<file path="src/rtl/timer_countdown_core.sv">
// ============================================================================
// Module      : timer_countdown_core
// Description : Prescaled countdown timer with sticky expiry flag, optional
//               auto-reload and live count readback.
// Revision    : 1.0 - initial release
// ============================================================================
`default_nettype none

module timer_countdown_core #(
  parameter int CNT_W = 32,
  parameter int PSC_W = 16
) (
  input  logic             clk,
  input  logic             reset,
  input  logic [CNT_W-1:0] load_value,
  input  logic             start,
  input  logic             stop,
  input  logic [PSC_W-1:0] prescale,
  input  logic             auto_reload,
  input  logic             expired_clr,
  output logic             expired,
  output logic             expire_pulse,
  output logic             running,
  output logic [CNT_W-1:0] count_value
);

  typedef enum logic [1:0] {
    ST_IDLE = 2'd0,
    ST_RUN  = 2'd1,
    ST_DONE = 2'd2
  } state_e;

  state_e           state_q, state_d;
  logic [CNT_W-1:0] count_q, count_d;
  logic [PSC_W-1:0] psc_q, psc_d;
  logic             expired_q, expired_d;
  logic             pulse_q, pulse_d;
  logic             start_q, stop_q;

  logic w_start_rise;
  logic w_stop_rise;
  logic w_tick;

  assign w_start_rise = start & ~start_q;
  assign w_stop_rise  = stop & ~stop_q;
  assign w_tick       = (psc_q == prescale);

  always_comb begin
    state_d   = state_q;
    count_d   = count_q;
    psc_d     = psc_q;
    expired_d = expired_q;
    pulse_d   = 1'b0;

    // Clear first so that an expiry later in this block overrides it.
    if (expired_clr) begin
      expired_d = 1'b0;
    end

    case (state_q)
      ST_IDLE, ST_DONE: begin
        if (w_start_rise && !w_stop_rise) begin
          state_d   = ST_RUN;
          count_d   = load_value;
          psc_d     = '0;
          expired_d = 1'b0;
        end
      end
      ST_RUN: begin
        if (w_stop_rise) begin
          state_d = ST_IDLE;
        end else if (w_start_rise) begin
          count_d   = load_value;
          psc_d     = '0;
          expired_d = 1'b0;
        end else if (w_tick) begin
          psc_d = '0;
          if (count_q <= CNT_W'(1)) begin
            expired_d = 1'b1;
            pulse_d   = 1'b1;
            if (auto_reload) begin
              count_d = load_value;
            end else begin
              count_d = '0;
              state_d = ST_DONE;
            end
          end else begin
            count_d = count_q - CNT_W'(1);
          end
        end else begin
          psc_d = psc_q + PSC_W'(1);
        end
      end
      default: begin
        state_d = ST_IDLE;
      end
    endcase
  end

  always_ff @(posedge clk) begin
    if (reset) begin
      state_q   <= ST_IDLE;
      count_q   <= '0;
      psc_q     <= '0;
      expired_q <= 1'b0;
      pulse_q   <= 1'b0;
      start_q   <= 1'b0;
      stop_q    <= 1'b0;
    end else begin
      state_q   <= state_d;
      count_q   <= count_d;
      psc_q     <= psc_d;
      expired_q <= expired_d;
      pulse_q   <= pulse_d;
      start_q   <= start;
      stop_q    <= stop;
    end
  end

  assign expired      = expired_q;
  assign expire_pulse = pulse_q;
  assign running      = (state_q == ST_RUN);
  assign count_value  = count_q;

endmodule

`default_nettype wire
</file>
<file path="config.mk">
export PLATFORM = sky130hd
export DESIGN_NAME = timer_countdown_core
export DESIGN_NICKNAME = d
export VERILOG_FILES = /design/src/rtl/timer_countdown_core.sv
export SDC_FILE = /design/constraint.sdc
export NUM_CORES = 1
export LEC_CHECK = 0
export CORE_MARGIN = 5
export CORE_UTILIZATION = 49
export CTS_CLUSTER_SIZE = 30
export DETAILED_ROUTE_END_ITERATION = 10
export GPL_TIMING_DRIVEN = 1
export PLACE_DENSITY = 0.84
export SYNTH_ARGS = -nofsm -noshare
export SYNTH_HDL_FRONTEND = slang
export SYNTH_SLANG_ARGS = --single-unit
</file>
<file path="constraint.sdc">
create_clock -name clk -period 2.9 [get_ports clk]
set_input_delay 0.435 -clock clk [delete_from_list [all_inputs] [get_ports clk]]
set_output_delay 0.435 -clock clk [all_outputs]
set_load 0.005 [all_outputs]
</file>
; Word-level counts from Yosys, hierarchy flattened
; Cells that the tools add are included.
[totals]
ff_bits = 54
elab_cells = 62
in_bits = 54
[op_classes]
n_reduce_logical = 9
magnitude_cmp = 1
n_eq_ne = 10
bitwise = 6
addsub = 2
muxes = 27
[op_table]
columns = operator, count
row1 = $mux 32, 6
row2 = $mux 16, 4
row3 = $pmux 32 s2, 1
row4 = $le 32x1->1 const B, 1
row5 = $pmux 16 s2, 1
row6 = $sub 32x1->32 const B, 1
row7 = $add 16x1->16 const B, 1
row8 = $eq 16x16->1, 1
row9 = $mux 2, 6
row10 = $ne 3x1->1 const B, 3
row11 = $mux 1, 7
row12 = $ne 3x2->1 const B, 2
row13 = $reduce_and 5->1, 1
row14 = $reduce_or 5->1, 1
row15 = $ne 2x2->1 const B, 2
row16 = $not 1->1, 4
row17 = $pmux 2 s2, 1
row18 = $reduce_and 4->1, 1
row19 = $reduce_and 3->1, 1
row20 = $and 1x1->1, 2
row21 = $eq 2x1->1 const B, 1
row22 = $eq 2x2->1 const B, 1
row23 = $logic_not 2->1, 1
row24 = $pmux 1 s2, 1
row25 = 4 further kinds, 4

; Depth between registers and ports, before layout
; Gate-level depths: netlist of the first run.
[depth]
depth_word = 6
mapped_depth = 9
ltp_nobuf = 8

; Worst setup path before layout of the first run
; Ideal clock, no wire load.
[synth_path]
path_type = register to register
startpoint = reg count_q[18], in the netlist count_value[18]
endpoint = reg count_q[0], in the netlist count_value[0]
arrival_time_ns = 2.174
period_less_slack_ns = 2.307
slack_ns = 0.593
path_stages_with_launch = 8
t_required_ns = 2.766
setup_ns = 0.134
n_path_buf = 1
path_cell_list = dfxtp_1 or4_4 nor4_4 and4_4 nor2_1 buf_2 a221oi_1 a211oi_1
[synth_between]
elab_chain_len = 6
[synth_rtl]
columns = element, line_no
row1 = start: declaration, 34  ; logic [CNT_W-1:0] count_q, count_d;
row2 = start signal: assignment, 111  ; count_q <= count_d;
row3 = $le 32x1->1, 78  ; if (count_q <= CNT_W'(1)) begin
row4 = $mux 32, 78
row5 = $mux 32, 76  ; end else if (w_tick) begin
row6 = $mux 32, 72  ; end else if (w_start_rise) begin
row7 = $mux 32, 70  ; if (w_stop_rise) begin
row8 = $pmux 32 s2, 60  ; case (state_q)
; No other way between the ends. The select of a mux whose other input is x is not followed.
; A chain may end at the register's enable or synchronous reset.

; Worst setup path in the final report of the first run
[layout_path]
startpoint = reg count_q[3], in the netlist count_value[3]
endpoint = reg count_q[28], in the netlist count_value[28]
[layout_between]
elab_chain_len = 6
[layout_rtl]
columns = element, line_no
row1 = $sub 32x1->32 or $le 32x1->1 (tied branches), "88, 78"
row2 = $mux 32 *, 78
row3 = $mux 32 *, 76
row4 = $mux 32 *, 72
row5 = $mux 32 *, 70
row6 = $pmux 32 s2 *, 60
; Every way passes the cells marked *; elsewhere a longest branch is shown, timed or not. The select of a mux whose other input is x is not followed.

==> flow_summary.toml, run 1 <==
[outcome]
status = "finished, final reports clean"

[sta]
max_freq_ghz = 0.380
skew_ps = 9.54
fin_crit_ps = 2630
relSlewSlack_pct = 59.5
setup_slack_ps = 267
tightest_slew_ps = 606
finalSetupViolations = 0
hold_violations = 0
rsz0062_at_grt = "no"
finalSetupTns_ps = 0
slew_violations = 0
timing.final.crit_share_pct = 90.8

[floorplanning]
die_area_sq_um = 8560
io_pins = 89
core_sq_um = 6720
die_w_microns = 92.5
dieHeight_microns = 92.5
rows = 30
initial_core_util_pct = 49.6

[layout]
multi_input_area_sq_um = 2090
syn_to_final_growth_pct = 31.7
stdcell_count = 574
final_common_cell = "clkdlybuf4s50_1"
num-nets-final = 550
seqCellArea_sq_um = 1080
diodes = 0
fillers = 591
layout_common_cells = "clkdlybuf4s50_1 (87), dfxtp_1 (54), a21oi_1 (36)"
drive_above_1_share_pct = 6.48

[grt]
overflow = 0
grt_max_degree = 35
grt_pass1_wl_microns = 16300
grt_pass1_vias = 3519
antenna_found_initial = 0
gr-usage-all-layers_pct = 22.7

[cts]
root_buffer = "clkbuf_8"
cts.reportedPaths.clkPinSlew_ps = 100
hold_buffers = 0
numCtsBuffers = 5
insertion_delay_ps = 320
clock_path_buffers = 2
htree_num_levels = 2
cts_sinks = 54
cts_tree = "yes"

[worst_setup_path]
crit_path_top_delay_cell = "or4_1"
reg2reg_depth = 6
cp-end-kind = "flip-flop"
cp-startpoint = "count_value[3]"
timing.rr.start = "count_value[3]"
path_cells = "or4_1, nor4_1, nand3_1, nor3_1, a22oi_1, o32ai_1"
slowest_delay_ps = 690
path_class = "flip-flop to flip-flop"
cp_data_arrival_time_ps = 2850
critPathRequiredTime_ps = 3120
cp_max_fo = 8
crit_path_start_kind = "flip-flop"

[worst_hold_path]
hold_start = "count_value[23]"
hp-class = "flip-flop to flip-flop"
holdPathStages = 2

[detailed_routing]
antenna_left = 0
drt_iter0_drc = 265
routed_via_density = 6.16
dr.pass1.iters = 4
route.final.wire_length_microns = 9660
wl_per_cell_microns = 16.8
drc_errors = 0
num_vias = 3537

[logic_synthesis]
netlist-cell-type-count = 46
post-synth-top-area-cell = "dfxtp_1"
synthesis.area_sq_um = 3340
synth-seq-cells = 54
ys_seq_area_share_pct = 32.4
synth_area_leaders = "dfxtp_1 (32%), o32ai_1 (6.8%), a21oi_1 (5.4%)"
synth_area_per_cell_sq_um = 8.02
syn_nets = 473
syn_inst = 416
synth-async-reset-ratio_pct = 0
synth_ff_type = "dfxtp_1"
yosysWarnings = 0
synth-edff-count = 0
yosysTopAreaCellShare_pct = 32.4

[job]
max_cap_viol_count = 0

[placed_design]
port_buffers = 88
dpl.hpwl_microns = 7050
dp_slack_ps = 157
dp_cells = 566
gp_congestion = 0.876

[power_and_ir_drop]
power_density_nw_per_um2 = 440
power.leakage_uw = 0.00149
ir_drop_uv = 214
## path summary, 6_finish.rpt
kind                                         to  slack, ps
worst max-delay path            count_value[28]        270
worst min-delay path            count_value[23]        510
worst max register to register  count_value[28]        270
worst min register to register  count_value[23]        510
## area by class of cell
cell class	count	share of cell area (%)
Clock buffer	6	1.88
Multi-Input combinational cell	319	47.7
Tap cell	80	2.28
Clock inverter	2	0.285
Timing Repair Buffer	99	22.1
Inverter	14	1.20
Sequential cell	54	24.6
## kinds of logic after synthesis
kind of cell / after synthesis / synth area share (%)
buffers and inverters: 43 / 5.59
DFF: 54 / 32.4
AOI/OAI and AO/OA: 111 / 23.6
and+or+nand+nor: 175 / 29.4
adders and majority gates: 3 / 1.13
xor gates and xnor gates: 30 / 7.88
## what timing repair did
action | CTS | global route
gates resized for setup | 0 | 1
setup buffers | 0 | 0
endpoints found under the setup margin | 0 | 11
## through the flow
step	hold slack, ps	instance area (sq um)	power, uW	utilization [%]
after floorplan	477	3340	1220	-
after global placement	493	4290	1470	63.9
after detailed placement	496	4290	1480	63.9
after CTS	510	4390	1930	65.3
after global routing	531	4390	2050	65.4
final	513	4390	1930	65.4
## worst max-delay path: cells and delay by family (launching register included)
family | cells | cell delay [ps]
AND/OR/NAND/NOR | 4 | 1720
flip-flops | 1 | 390
AO/OA/AOI/OAI | 2 | 430
## Yosys cell counts (all sizes together) (5+ instances only)
library cell and n:
inv 14, dfxtp 54, a32oi 16, nor4 18, nor3 12, clkbuf 19
xnor2 20, xor2 10, and3 6, nand4 9, nand3 16, nor2 31
o32ai 26, or4 5, buf 10, a22oi 9, o21ai 8, nand2b 27
nand2 25, a21oi 36, nor2b 6
## power by group
group          switching, uW  total (uW)  internal, uW
Combinational            346         652           307
Sequential              49.1         827           778
Clock                    262         455           193
## registers in the layout, summed over array words and instances (netlist names)
register	flops
stop_q	1
start_q	1
state_q	2
expired	1
count_value	32
psc_q	16
expire_pulse	1
## layer usage
metal | track usage (%) | wire length, microns
met1 | 29.5 | 4140
met2 | 37.0 | 4630
met3 | 4.96 | 655
met4 | 8.17 | 237
met5 | 0 | 0
Power figures use the tool's default switching activity.
==> run 2: changes to the inputs <==
- CORE_MARGIN: 5 -> unset
==> run 2 against run 1 <==
Effect of this change:
- the run now ends with design-rule violations left
- non-clock buffer count shrank 1
- fmax shrank 0.64%
- first-iteration DRC count is the same
- critical path depth grew 3
- global-route usage grew 3.7 points
- largest power group unchanged
- highest routed layer unchanged
==> flow_summary.toml, run 2 (synthesized netlist as in run 1, its figures left out) <==
[worst_setup_path]
cp-end-kind = "flip-flop"
critPathRequiredTime_ps = 3110
crit_path_top_delay_cell = "nor2_2"
critPathBufInv = 2
cp.depth = 9
slowest_delay_ps = 580
reg2reg_depth = 9
endpoint = "count_value[22]"
path_class = "flip-flop to flip-flop"
cp_max_fo = 34
crit_family = "simple AND/OR/NAND/NOR gates"
r2r_slack_ps = 250
rr_endpoint = "count_value[22]"
cp-startpoint = "count_value[0]"
cp_data_arrival_time_ps = 2860
crit_path_start_kind = "flip-flop"
path_cells = "inv_1, ha_1, nor2_1, nor4_1, and4_4, nor2_2, buf_12, a32oi_1, o32ai_1"
timing.rr.start = "count_value[0]"

[sta]
relSlewSlack_pct = 47.9
timing.final.crit_share_pct = 91.4
hold_violations = 0
setup_slack_ps = 250
max_freq_ghz = 0.377
slew_violations = 0
finalSetupViolations = 0
skew_ps = 10.2
rsz0062_at_grt = "no"
fin_crit_ps = 2650
tightest_slew_ps = 779
finalSetupTns_ps = 0

[detailed_routing]
num_vias = 3550
dr.pass1.iters = 8
drt_iter0_drc = 265
drc_errors = 10
wl_per_cell_microns = 16.4
antenna_left = 0
route.final.wire_length_microns = 9320
routed_via_density = 6.24

[cts]
cts.reportedPaths.clkPinSlew_ps = 100
root_buffer = "clkbuf_8"
cts_tree = "yes"
clock_path_buffers = 2
insertion_delay_ps = 310
cts_setup_buffers = 0
hold_buffers = 0
cts_sinks = 54
cts_resized = 0
numCtsBuffers = 5
htree_num_levels = 2

[floorplanning]
dieHeight_microns = 84.5
die_area_sq_um = 7140
io_pins = 89
core_sq_um = 6460
die_w_microns = 84.5
initial_core_util_pct = 51.6
rows = 29

[placed_design]
gp_congestion = 0.850
dpl_cell_area_sq_um = 4280
dp_slack_ps = 93.2
dp_cells = 562
port_buffers = 88
dpl.hpwl_microns = 6650

[grt]
grt_max_degree = 36
overflow = 0
grt_pass1_wl_microns = 15700
grt_pass1_vias = 3374
gr-usage-all-layers_pct = 26.4
antenna_found_initial = 0

[layout]
syn_to_final_growth_pct = 30.9
drive_above_1_share_pct = 6.10
final_util_pct = 67.6
largest_reg_flops = 32
num-nets-final = 549
fillers = 563
design_area_sq_um = 4370
diodes = 0
final_common_cell = "clkdlybuf4s50_1"
multi_input_area_sq_um = 2090
seqCellArea_sq_um = 1080
stdcell_count = 569
layout_common_cells = "clkdlybuf4s50_1 (87), dfxtp_1 (54), a21oi_1 (36)"

[outcome]
violations = "design-rule violations"
status = "finished with violations"

[power_and_ir_drop]
power.leakage_uw = 0.00148
ir_drop_uv = 255
power_density_nw_per_um2 = 434

[job]
max_cap_viol_count = 0

[worst_hold_path]
holdPathStages = 2
hp-class = "flip-flop to flip-flop"
## run 2: layout make-up
| type | instances | share of cell area (%) |
|---|---|---|
| clock buffer | 5 | 1.58 |
| sequential | 54 | 24.8 |
| timing repair buffer | 98 | 22.1 |
| inverter | 14 | 1.20 |
| tap | 77 | 2.21 |
| clock inverter | 2 | 0.344 |
| multi-input combinational | 319 | 47.8 |
## run 2: worst min-delay path by stage
stage,startpoint,endpoint,slack (ps)
finish,count_value[17],count_value[17],500
CTS,count_value[17],count_value[17],510
floorplan,psc_q[1],psc_q[1],480
global placement,count_value[17],count_value[17],490
detailed placement,count_value[17],count_value[17],490
global route,count_value[17],count_value[17],520
## run 2: routing by layer
layer / vias up / part of all wire (%) / global-route usage [%]
li1: 1719 / - / -
met1: 1653 / 44 / 34.3
met2: 157 / 47 / 44.6
met3: 21 / 7.7 / 5.11
met4: 0 / 1.8 / 7.86
met5: - / 0 / 0
## run 2: worst reg2reg max path: cells and delay by family, from the launching register on
| family | cells | cell delay (ps) |
|---|---|---|
| compound gates | 2 | 380 |
| flops | 1 | 410 |
| fa+ha+maj | 1 | 260 |
| buf+inv | 2 | 370 |
| simple gates | 4 | 1130 |
## run 2: stage by stage
step	hold WS, ps	total power (uW)
detailed placement	492	1480
finish	496	1890
CTS	506	1890
global placement	488	1460
floorplan	477	1220
global route	523	1990
## run 2: power by group
| group | switching, uW | leakage, uW | total, uW | internal [uW] |
|---|---|---|---|---|
| clock | 255 | 0.0000362 | 421 | 166 |
| combinational | 339 | 0.00100 | 644 | 305 |
| sequential | 51.0 | 0.000439 | 829 | 778 |
| total | 645 | 0.00148 | 1890 | 1250 |
==> run 3: changes to the inputs <==
- CAP_MARGIN: unset -> 30
==> results of run 3 <==
No change in the layout: final DEF, timing and power equal those of run 2.
